**src/rtl/uart_rx_vote_sampler_if.sv**
```systemverilog
// Bus between the RX edge/bit counter + RX FSM (master) and the oversampling
// vote sampler (slave). Carries enable, serial line, counter position,
// configuration and the vote results.
interface uart_rx_vote_sampler_if #(
   parameter int PRESCALE_W  = 6,
   parameter int MAX_SAMPLES = 5
);
   localparam int CNT_W = $clog2(MAX_SAMPLES + 1);

   logic                  data_samp_en;
   logic                  RX_IN;
   logic [PRESCALE_W-1:0] edge_cnt;
   logic [PRESCALE_W-1:0] Prescale;
   logic [CNT_W-1:0]      samp_num;
   logic                  sampled_bit;
   logic                  valid;
   logic                  noise;
   logic                  cfg_err;

   modport master (
      output data_samp_en, RX_IN, edge_cnt, Prescale, samp_num,
      input  sampled_bit, valid, noise, cfg_err
   );

   modport slave (
      input  data_samp_en, RX_IN, edge_cnt, Prescale, samp_num,
      output sampled_bit, valid, noise, cfg_err
   );
endinterface

```
**src/rtl/uart_rx_vote_sampler.sv**
```systemverilog
// Oversampling majority-vote sampler for the UART receiver.
// Captures an odd number of RX samples in a window centred on the middle of
// the bit period (edge_cnt == S+k, S = Prescale/2 - N/2), then registers the
// majority bit, a one-cycle valid strobe and a "samples disagreed" noise flag.
module uart_rx_vote_sampler #(
   parameter int PRESCALE_W  = 6,
   parameter int MAX_SAMPLES = 5,
   parameter int SYNC_STAGES = 0
) (
   input logic                   CLK,
   input logic                   RST,
   uart_rx_vote_sampler_if.slave bus
);
   localparam int CNT_W = $clog2(MAX_SAMPLES + 1);
   // Window arithmetic runs one bit wider than its widest operand so that
   // S+cnt and S+N-1 never wrap back into the legal edge_cnt range.
   localparam int EXT_W = ((PRESCALE_W > CNT_W) ? PRESCALE_W : CNT_W) + 1;

   logic                   rx_s;
   logic [CNT_W-1:0]       cnt_q;
   logic [MAX_SAMPLES-1:0] samp_q;
   logic [MAX_SAMPLES-1:0] samp_next;
   logic                   bit_q;
   logic                   valid_q;
   logic                   noise_q;

   logic [EXT_W-1:0] n_x;
   logic [EXT_W-1:0] half_x;
   logic [EXT_W-1:0] h_x;
   logic [EXT_W-1:0] s_x;
   logic [EXT_W-1:0] last_x;
   logic [EXT_W-1:0] pre_x;
   logic [EXT_W-1:0] target_x;
   logic [EXT_W-1:0] edge_x;
   logic             cfg_err;
   logic             accept;
   logic             last_sample;
   logic             abort;
   logic [CNT_W-1:0] ones;
   logic             majority;
   logic             unanimous;

   generate
      if (SYNC_STAGES == 0) begin : g_nosync
         assign rx_s = bus.RX_IN;
      end else begin : g_sync
         logic [SYNC_STAGES-1:0] sync_q;
         // Synchroniser chain on the serial line, reset to the idle level (1)
         always_ff @(posedge CLK or negedge RST) begin
            if (!RST) begin
               sync_q <= '1;
            end else begin
               sync_q <= (sync_q << 1) | SYNC_STAGES'(bus.RX_IN);
            end
         end
         assign rx_s = sync_q[SYNC_STAGES-1];
      end
   endgenerate

   // Window position, configuration legality and the in-order accept/abort decision
   always_comb begin
      n_x      = EXT_W'(bus.samp_num);
      half_x   = n_x >> 1;
      h_x      = EXT_W'(bus.Prescale) >> 1;
      s_x      = h_x - half_x;
      last_x   = s_x + n_x - EXT_W'(1);
      pre_x    = EXT_W'(bus.Prescale);
      target_x = s_x + EXT_W'(cnt_q);
      edge_x   = EXT_W'(bus.edge_cnt);

      cfg_err = (bus.samp_num == '0) || !bus.samp_num[0] ||
                (n_x > EXT_W'(MAX_SAMPLES)) || (h_x < half_x) ||
                (last_x >= pre_x);

      accept      = bus.data_samp_en && !cfg_err && (edge_x == target_x);
      last_sample = accept && (cnt_q == bus.samp_num - CNT_W'(1));
      abort       = (cnt_q != '0) &&
                    (!bus.data_samp_en || cfg_err || (edge_x > target_x));
   end

   // Merge the sample being accepted this cycle and vote over the first N bits
   always_comb begin
      samp_next = samp_q;
      ones      = '0;
      for (int i = 0; i < MAX_SAMPLES; i++) begin
         if (accept && (CNT_W'(i) == cnt_q)) begin
            samp_next[i] = rx_s;
         end
      end
      for (int i = 0; i < MAX_SAMPLES; i++) begin
         if ((CNT_W'(i) < bus.samp_num) && samp_next[i]) begin
            ones = ones + CNT_W'(1);
         end
      end
      majority  = ones > (bus.samp_num >> 1);
      unanimous = (ones == '0) || (ones == bus.samp_num);
   end

   // Capture counter, sample store and registered vote results
   always_ff @(posedge CLK or negedge RST) begin
      if (!RST) begin
         cnt_q   <= '0;
         samp_q  <= '0;
         bit_q   <= 1'b0;
         valid_q <= 1'b0;
         noise_q <= 1'b0;
      end else begin
         valid_q <= 1'b0;
         if (accept) begin
            samp_q <= samp_next;
            if (last_sample) begin
               cnt_q   <= '0;
               bit_q   <= majority;
               noise_q <= !unanimous;
               valid_q <= 1'b1;
            end else begin
               cnt_q <= cnt_q + CNT_W'(1);
            end
         end else if (abort) begin
            cnt_q <= '0;
         end
      end
   end

   assign bus.sampled_bit = bit_q;
   assign bus.valid       = valid_q;
   assign bus.noise       = noise_q;
   assign bus.cfg_err     = cfg_err;
endmodule

```
**src/flat_wrapper.sv**
```systemverilog
// flat-port wrapper written by rule: the top's interface ports become plain ports
module uart_rx_vote_sampler_flat 
#(
   parameter int PRESCALE_W  = 6,
   parameter int MAX_SAMPLES = 5,
   parameter int SYNC_STAGES = 0
)
  (CLK, RST, bus_data_samp_en, bus_RX_IN, bus_edge_cnt, bus_Prescale, bus_samp_num, bus_sampled_bit, bus_valid, bus_noise, bus_cfg_err);
  uart_rx_vote_sampler_if #(.PRESCALE_W(PRESCALE_W), .MAX_SAMPLES(MAX_SAMPLES)) bus_i ();
  input logic CLK;
  input logic RST;
  input wire logic [$bits(bus_i.data_samp_en)-1:0] bus_data_samp_en;
  input wire logic [$bits(bus_i.RX_IN)-1:0] bus_RX_IN;
  input wire logic [$bits(bus_i.edge_cnt)-1:0] bus_edge_cnt;
  input wire logic [$bits(bus_i.Prescale)-1:0] bus_Prescale;
  input wire logic [$bits(bus_i.samp_num)-1:0] bus_samp_num;
  output wire logic [$bits(bus_i.sampled_bit)-1:0] bus_sampled_bit;
  output wire logic [$bits(bus_i.valid)-1:0] bus_valid;
  output wire logic [$bits(bus_i.noise)-1:0] bus_noise;
  output wire logic [$bits(bus_i.cfg_err)-1:0] bus_cfg_err;
  assign bus_i.data_samp_en = bus_data_samp_en;
  assign bus_i.RX_IN = bus_RX_IN;
  assign bus_i.edge_cnt = bus_edge_cnt;
  assign bus_i.Prescale = bus_Prescale;
  assign bus_i.samp_num = bus_samp_num;
  assign bus_sampled_bit = bus_i.sampled_bit;
  assign bus_valid = bus_i.valid;
  assign bus_noise = bus_i.noise;
  assign bus_cfg_err = bus_i.cfg_err;
  uart_rx_vote_sampler #(.PRESCALE_W(PRESCALE_W), .MAX_SAMPLES(MAX_SAMPLES), .SYNC_STAGES(SYNC_STAGES)) u_core (.CLK(CLK), .RST(RST), .bus(bus_i));
endmodule
```
**config.mk**
```make
export PLATFORM = sky130hd
export DESIGN_NAME = uart_rx_vote_sampler_flat
export DESIGN_NICKNAME = d
export VERILOG_FILES = /design/src/rtl/uart_rx_vote_sampler_if.sv /design/src/rtl/uart_rx_vote_sampler.sv /design/src/flat_wrapper.sv
export SDC_FILE = /design/constraint.sdc
export NUM_CORES = 1
export LEC_CHECK = 0
export CORE_MARGIN = 2
export CORE_UTILIZATION = 25
export CTS_CLUSTER_SIZE = 20
export DETAILED_ROUTE_END_ITERATION = 7
export SETUP_SLACK_MARGIN = 0.1
export SLEW_MARGIN = 20
export SYNTH_ARGS = -nofsm -noshare
export SYNTH_HDL_FRONTEND = slang
export SYNTH_SLANG_ARGS = --single-unit
```
**constraint.sdc**
```tcl
create_clock -name CLK -period 9.5 [get_ports CLK]
set_clock_uncertainty 0.1 [all_clocks]
set_input_delay 0.95 -clock CLK [delete_from_list [all_inputs] [get_ports CLK]]
set_output_delay 0.95 -clock CLK [all_outputs]
set_load 0.03 [all_outputs]
```
======== After elaboration in Yosys (flattened, before gate mapping) ========
Index checks and enable logic that the tools add are counted.
Widths: inputs -> output; s select.
storage, ports and cells
  word-level logic and storage cells ...... 78
  input bits .............................. 19
  output and inout port bits .............. 4
  register bits after elaboration ......... 11
cells by class
  magnitude comparators ................... 10
  reductions and logical operators ........ 31
  eq/ne operators ......................... 7
  add/subtract/negate cells ............... 10
  multiplexer cells ....................... 15
operator list
  kind                 number
  $mux 3               7
  $add 7x3->7          2
  $logic_and 1x1->1    14
  $add 3x1->3 const B  4
  $logic_not 3->1      3
  $mux 1               8
  $eq 6x7->1           1
  $ge 7x6->1           1
  $gt 6x7->1           1
  $logic_or 1x1->1     7
  $sub 7x1->7 const B  1
  $eq 2x3->1 const A   2
  $eq 3x3->1           2
  $lt 1x3->1 const A   2
  $lt 2x3->1 const A   2
  $sub 5x2->6          1
  $lt 5x2->1           1
  $logic_not 1->1      4
  $eq 1x3->1 const A   1
  $eq 3x3->1 const A   1
  $gt 3x2->1           1
  $gt 3x3->1 const B   1
  $lt 3x3->1 const A   1
  $reduce_bool 3->1    1
  other kinds (4)      4

======== Logic depth before layout (Yosys ltp) ========
  depth after elaboration ................. 23
  gate-level depth with buffers ........... 38
  depth with buffers taken out ............ 38

======== Least setup slack after synthesis ========
No wires, ideal clock.
  kind .................................... input to register
  start ................................... input port bus_Prescale[1]
  end ..................................... register u_core.bit_q (netlist: u_core.bus.sampled_bit)
  path slack .............................. 1,771 ps
  arrival time ............................ 7,499 ps
  stages .................................. 36
  required time ........................... 9,270 ps
  buffers on the path ..................... 0
  setup time .............................. 130 ps
  path through ............................ inv_1 -> ha_1 -> inv_1 -> fa_1 -> inv_1 -> ha_1 -> inv_1 -> ha_1 -> inv_1 -> fa_1 -> maj3_1 -> o21bai_1 -> xnor2_1 -> ha_1 -> a2111o_1 -> or4_4 -> nor2_1 -> and3_1 -> nand3_1 -> mux2i_1 -> inv_1 -> o21ai_0 -> inv_1 -> ha_1 -> xnor2_4 -> ha_1 -> nor2b_1 -> nor2_1 -> ha_1 -> nand2_1 -> o31ai_2 -> ha_1 -> a21oi_1 -> a21oi_1 -> nor2_1 -> a21oi_1
between the ends
  longest elaborated chain between the ends .. 21
  elaborated cells between the ends (all ways) .. 39
  those cells by class .................... 8 x add/sub; 3 x order compare; 1 x eq/ne; 10 x mux; 17 x reduce/logical
RTL lines
  item                  RTL line                     text
  from (decl)           flat_wrapper.sv:15           input wire logic [$bits(bus_i.Prescale)-1:0] bus_Prescale;
  $sub 5x2->6           uart_rx_vote_sampler.sv:65   s_x = h_x - half_x;
  $add 7x3->7           uart_rx_vote_sampler.sv:66   last_x = s_x + n_x - EXT_W'(1);
  $sub 7x1->7           uart_rx_vote_sampler.sv:66
  $ge 7x6->1            uart_rx_vote_sampler.sv:73   (last_x >= pre_x);
  $logic_or 1x1->1      uart_rx_vote_sampler.sv:72   (n_x > EXT_W'(MAX_SAMPLES)) || (h_x < half_x) ||
  $logic_not 1->1       uart_rx_vote_sampler.sv:75   accept = bus.data_samp_en && !cfg_err && (edge_x == target_x);
  $logic_and 1x1->1     uart_rx_vote_sampler.sv:75
  $logic_and 1x1->1 *   uart_rx_vote_sampler.sv:75
  [5 not listed]        --
  $mux 3                uart_rx_vote_sampler.sv:91   if ((CNT_W'(i) < bus.samp_num) && samp_next[i]) begin
  $add 3x1->3           uart_rx_vote_sampler.sv:92   ones = ones + CNT_W'(1);
  $mux 3                uart_rx_vote_sampler.sv:91
  $add 3x1->3           uart_rx_vote_sampler.sv:92
  $mux 3                uart_rx_vote_sampler.sv:91
  $add 3x1->3           uart_rx_vote_sampler.sv:92
  $mux 3                uart_rx_vote_sampler.sv:91
  $gt 3x2->1            uart_rx_vote_sampler.sv:95   majority = ones > (bus.samp_num >> 1);
  to (signal assigned)  uart_rx_vote_sampler.sv:113  bit_q <= majority;
  to (decl)             uart_rx_vote_sampler.sv:23   logic bit_q;
Mark *: on every way between the ends. The rest lies on a longest branch, timed or not.
A chain may end at the register's enable or synchronous reset.

======== Worst setup path after layout ========
  start ................................... input port bus_samp_num[1]
  end ..................................... register u_core.bit_q (netlist: u_core.bus.sampled_bit)
between the ends
  longest elaborated chain between the ends .. 21
  elaborated cells between the ends (all ways) .. 50
  those cells by class .................... 9 x add/sub; 9 x order compare; 2 x eq/ne; 10 x mux; 20 x reduce/logical
RTL lines
  item                                                    RTL line                                                text
  from (decl)                                             flat_wrapper.sv:16                                      input wire logic [$bits(bus_i.samp_num)-1:0] bus_samp_num;
  $sub 5x2->6 / $logic_not 3->1 (equally long branches)   uart_rx_vote_sampler.sv:65, uart_rx_vote_sampler.sv:71
  $add 7x3->7 / $logic_or 1x1->1 (equally long branches)  uart_rx_vote_sampler.sv:66, uart_rx_vote_sampler.sv:71
  $sub 7x1->7 / $logic_or 1x1->1 (equally long branches)  uart_rx_vote_sampler.sv:66, uart_rx_vote_sampler.sv:71
  $ge 7x6->1 / $logic_or 1x1->1 (equally long branches)   uart_rx_vote_sampler.sv:73, uart_rx_vote_sampler.sv:72
  $logic_or 1x1->1                                        uart_rx_vote_sampler.sv:72
  $logic_not 1->1                                         uart_rx_vote_sampler.sv:75
  $logic_and 1x1->1 (2 in series)                         uart_rx_vote_sampler.sv:75
  $logic_and 1x1->1                                       uart_rx_vote_sampler.sv:86                              if (accept && (CNT_W'(i) == cnt_q)) begin
  [4 not listed]                                          --
  $mux 3                                                  uart_rx_vote_sampler.sv:91
  $add 3x1->3                                             uart_rx_vote_sampler.sv:92
  $mux 3                                                  uart_rx_vote_sampler.sv:91
  $add 3x1->3                                             uart_rx_vote_sampler.sv:92
  $mux 3                                                  uart_rx_vote_sampler.sv:91
  $add 3x1->3                                             uart_rx_vote_sampler.sv:92
  $mux 3                                                  uart_rx_vote_sampler.sv:91
  $gt 3x2->1                                              uart_rx_vote_sampler.sv:95
Several ways; a longest one is shown, not always the timed one.

==> run metrics <==
CTS Buffer Depth 2; CTS Root Cell clkbuf_8; total gr overflow 0; H-Tree Depth 1; syn nets 286; worst hold stages 2; WS Path Type in2reg; Seq cells post-synth 11; sequential-to-total area share from yosys stat 14.2%; Critical Path RT 9520 ps; Hold-fix buffers, CTS 0; area leader, netlist ha_1; Initial Util 25.4%; Worst-path clk slew 60 ps; vias in the first global route 1581; Syn. warnings 0; final WL 4130 um; via count 1571; dominant synthesized flop cell dfrtp_1; DRC Markers 0; dpl hpwl 3550 um; unrepaired setup endpoints after global routing no; TritonCTS Buffers 3; crit path capture type flip-flop; WP data arrival 8780 ps; ys async rst share 100%; DIE WIDTH 92.0 um; Fin. Hold Viols 0; Final period util 92.3%; router iterations before antenna repair 4; share of post-route cells with drive strength above 1 8.76%; Tmin final 8760 ps; post-cts repair resize count 0; FMAX 0.114 GHz; area grow syn2layout 20.5%; Tightest Pin Transition 628 ps; cell area after placement 2290 um2; Distinct cells, synth 47; Reg-to-Reg Start u_core.cnt_q[0]$_DFFE_PN0P_; Pleak 1.07 nW; min-delay src u_core.samp_q[1]$_DFFE_PN0P_; top cell type's share of synthesized area 25.2%; Cells after Synth 225; vias per cell 4.45; total power 0.198 mW; Synth Area per Inst 8.60 um2; Slew Viols, Final 0; Design Area, Final 2330 um2; TritonCTS sink count 11; Top cell by count, worst path ha_1; pwr dens 84.8 nW/um2; reg-to-reg endpoint u_core.bus.sampled_bit$_DFFE_PN0P_; RePlAce Congestion 0.783; status complete, no violations; HP Class reg2reg; Crit path max-delay family adder cells; worst reg2reg setup slack 3850 ps; ant diodes 0; Routed wire per std cell 11.7 um; reg2reg path depth 29; Final ANT Viol Nets 0; max-capacitance violation count 0; slowest cell delay on critical path 590 ps; WP buf/inv 5; Post-CTS Setup Repair Bufs 0; Final #Nets 313; first-pass GRT wire length 7220 um; relative slew slack 56.9%; Non-Filler Instances 353; Startpoint Class primary input; I/O pins 23; Worst Hold End u_core.samp_q[1]$_DFFE_PN0P_; Die Span Y 92.0 um; core area 7610 um2; site row count 32; die area 8460 um2; All-Layer GR Usage 10.2%; CTS tree built; synth top area cells ha_1 (25%), dfrtp_1 (14%), inv_1 (7.0%), xnor2_1 (5.4%), nor2_1 (3.5%); initial antenna violation count 0; final setup TNS 0 ps; Syn Std Cell Area 1930 um2; CP max stage cell clkdlybuf4s50_1; clk_lat worst skew 240 ps; largest net degree at the start of global routing 12; DRT iter0 DRCs 55; Peak VDD IR 0.0391 mV; # setup viols final 0; Fin Hold WS 374 ps; Placed Cells 349; worst-path maximum fanout 5; EDFF count, synth 0; port bufs 22
==> how the worst max path moves through the flow <==
stage | from | endpoint | slack [ps] | cells after the start
3_3_place_gp | bus_samp_num[1] | u_core.bus.sampled_bit$_DFFE_PN0P_ | 630 | 34
2_1_floorplan | bus_Prescale[1] | u_core.bus.sampled_bit$_DFFE_PN0P_ | 1770 | 36
4_1_cts | bus_samp_num[1] | u_core.bus.sampled_bit$_DFFE_PN0P_ | 690 | 34
6_report | bus_samp_num[1] | u_core.bus.sampled_bit$_DFFE_PN0P_ | 740 | 34
5_1_grt | bus_samp_num[1] | u_core.bus.sampled_bit$_DFFE_PN0P_ | 230 | 35
3_5_place_dp | bus_samp_num[1] | u_core.bus.sampled_bit$_DFFE_PN0P_ | 500 | 34
==> metal layers <==
metal,GRT usage [%],up-vias,routed length (um)
li1,-,821,-
met1,14.0,731,2110
met2,17.7,17,1870
met3,1.64,2,138
met4,0.746,0,10
met5,0,-,0
==> cells by family (layout without fill, tap and decap cells) <==
family / Yosys count / count (layout) / synth area share (%)
AOI/OAI and AO/OA: 39 / 39 / 13.8
xor gates and xnor gates: 21 / 21 / 12.2
adders and majority gates: 43 / 43 / 28.8
buffers and inverters: 37 / 63 / 7.18
DFF: 11 / 11 / 14.2
muxes: 9 / 9 / 5.11
and+or+nand+nor: 65 / 65 / 18.7
==> worst reg2reg max path: cells and delay by family (launching register included) <==
family                     cells  cell delay, ps
adders and majority gates      7            2180
and+or+nand+nor               11            1540
AOI/OAI and AO/OA              5             480
DFF                            1             470
xor gates and xnor gates       2             360
buffers and inverters          3             210
muxes                          1             160
==> metrics by stage <==
stage	worst slack [ps]	utilization, %
after floorplan	1770	-
after global placement	633	30.0
after detailed placement	502	30.0
after CTS	693	30.6
after global routing	230	30.6
final	736	30.6
==> Yosys cell counts (2+ instances only) <==
library cell and n:
nand3_1 4, o31ai_1 2, dfrtp_1 11, o211ai_1 3, fa_1 3, mux2_2 3
xnor2_1 12, nand2_1 17, xnor2_4 2, nor3_2 2, a211oi_1 2, nor2_1 18
inv_1 36, nor3_1 3, or2_2 2, o2111ai_1 2, ha_1 39, nor4_4 2
o21a_1 3, o21ai_0 9, mux2i_1 5, xor2_1 6, a21oi_1 9, nand3b_1 2
nor2b_1 6
==> cell type report <==
class / count / area, um2
clock buffers: 4 / 45.0
multi-input cells: 177 / 1520
fillers: 812 / 5280
flip-flops and latches: 11 / 275
well taps: 102 / 128
inverters: 36 / 135
repair buffers: 23 / 228
==> flip-flops by register name, indices dropped and copies added (netlist names) <==
name                    flops
u_core.bus.valid            1
u_core.samp_q               5
u_core.bus.noise            1
u_core.bus.sampled_bit      1
u_core.cnt_q                3
==> cells in the final DEF, fill, tap and decap left out, types with 2 or more instances in the layout <==
master           Yosys  routed
clkdlybuf4s50_1      0      22
nand3_1              4       4
nand3b_1             2       2
xnor2_1             12      12
mux2i_1              5       5
o31ai_1              2       2
o21ai_0              9       9
fa_1                 3       3
a21oi_1              9       9
inv_1               36      36
mux2_2               3       3
xor2_1               6       6
nor3_2               2       2
o2111ai_1            2       2
ha_1                39      39
nor2b_1              6       6
a211oi_1             2       2
dfrtp_1             11      11
clkbuf_8             0       3
or2_2                2       2
o211ai_1             3       3
nor3_1               3       3
xnor2_4              2       2
nand2_1             17      17
nor2_1              18      18
o21a_1               3       3
nor4_4               2       2
==> power by group <==
| group | switching (mW) | leakage, nW | internal, mW | total, mW |
|---|---|---|---|---|
| clock | 0.0184 | 0.0228 | 0.0295 | 0.0479 |
| combinational | 0.0538 | 0.895 | 0.0474 | 0.101 |
| sequential | 0.000963 | 0.154 | 0.0476 | 0.0486 |
| total | 0.0732 | 1.07 | 0.125 | 0.198 |
Power figures use the tool's default switching activity.
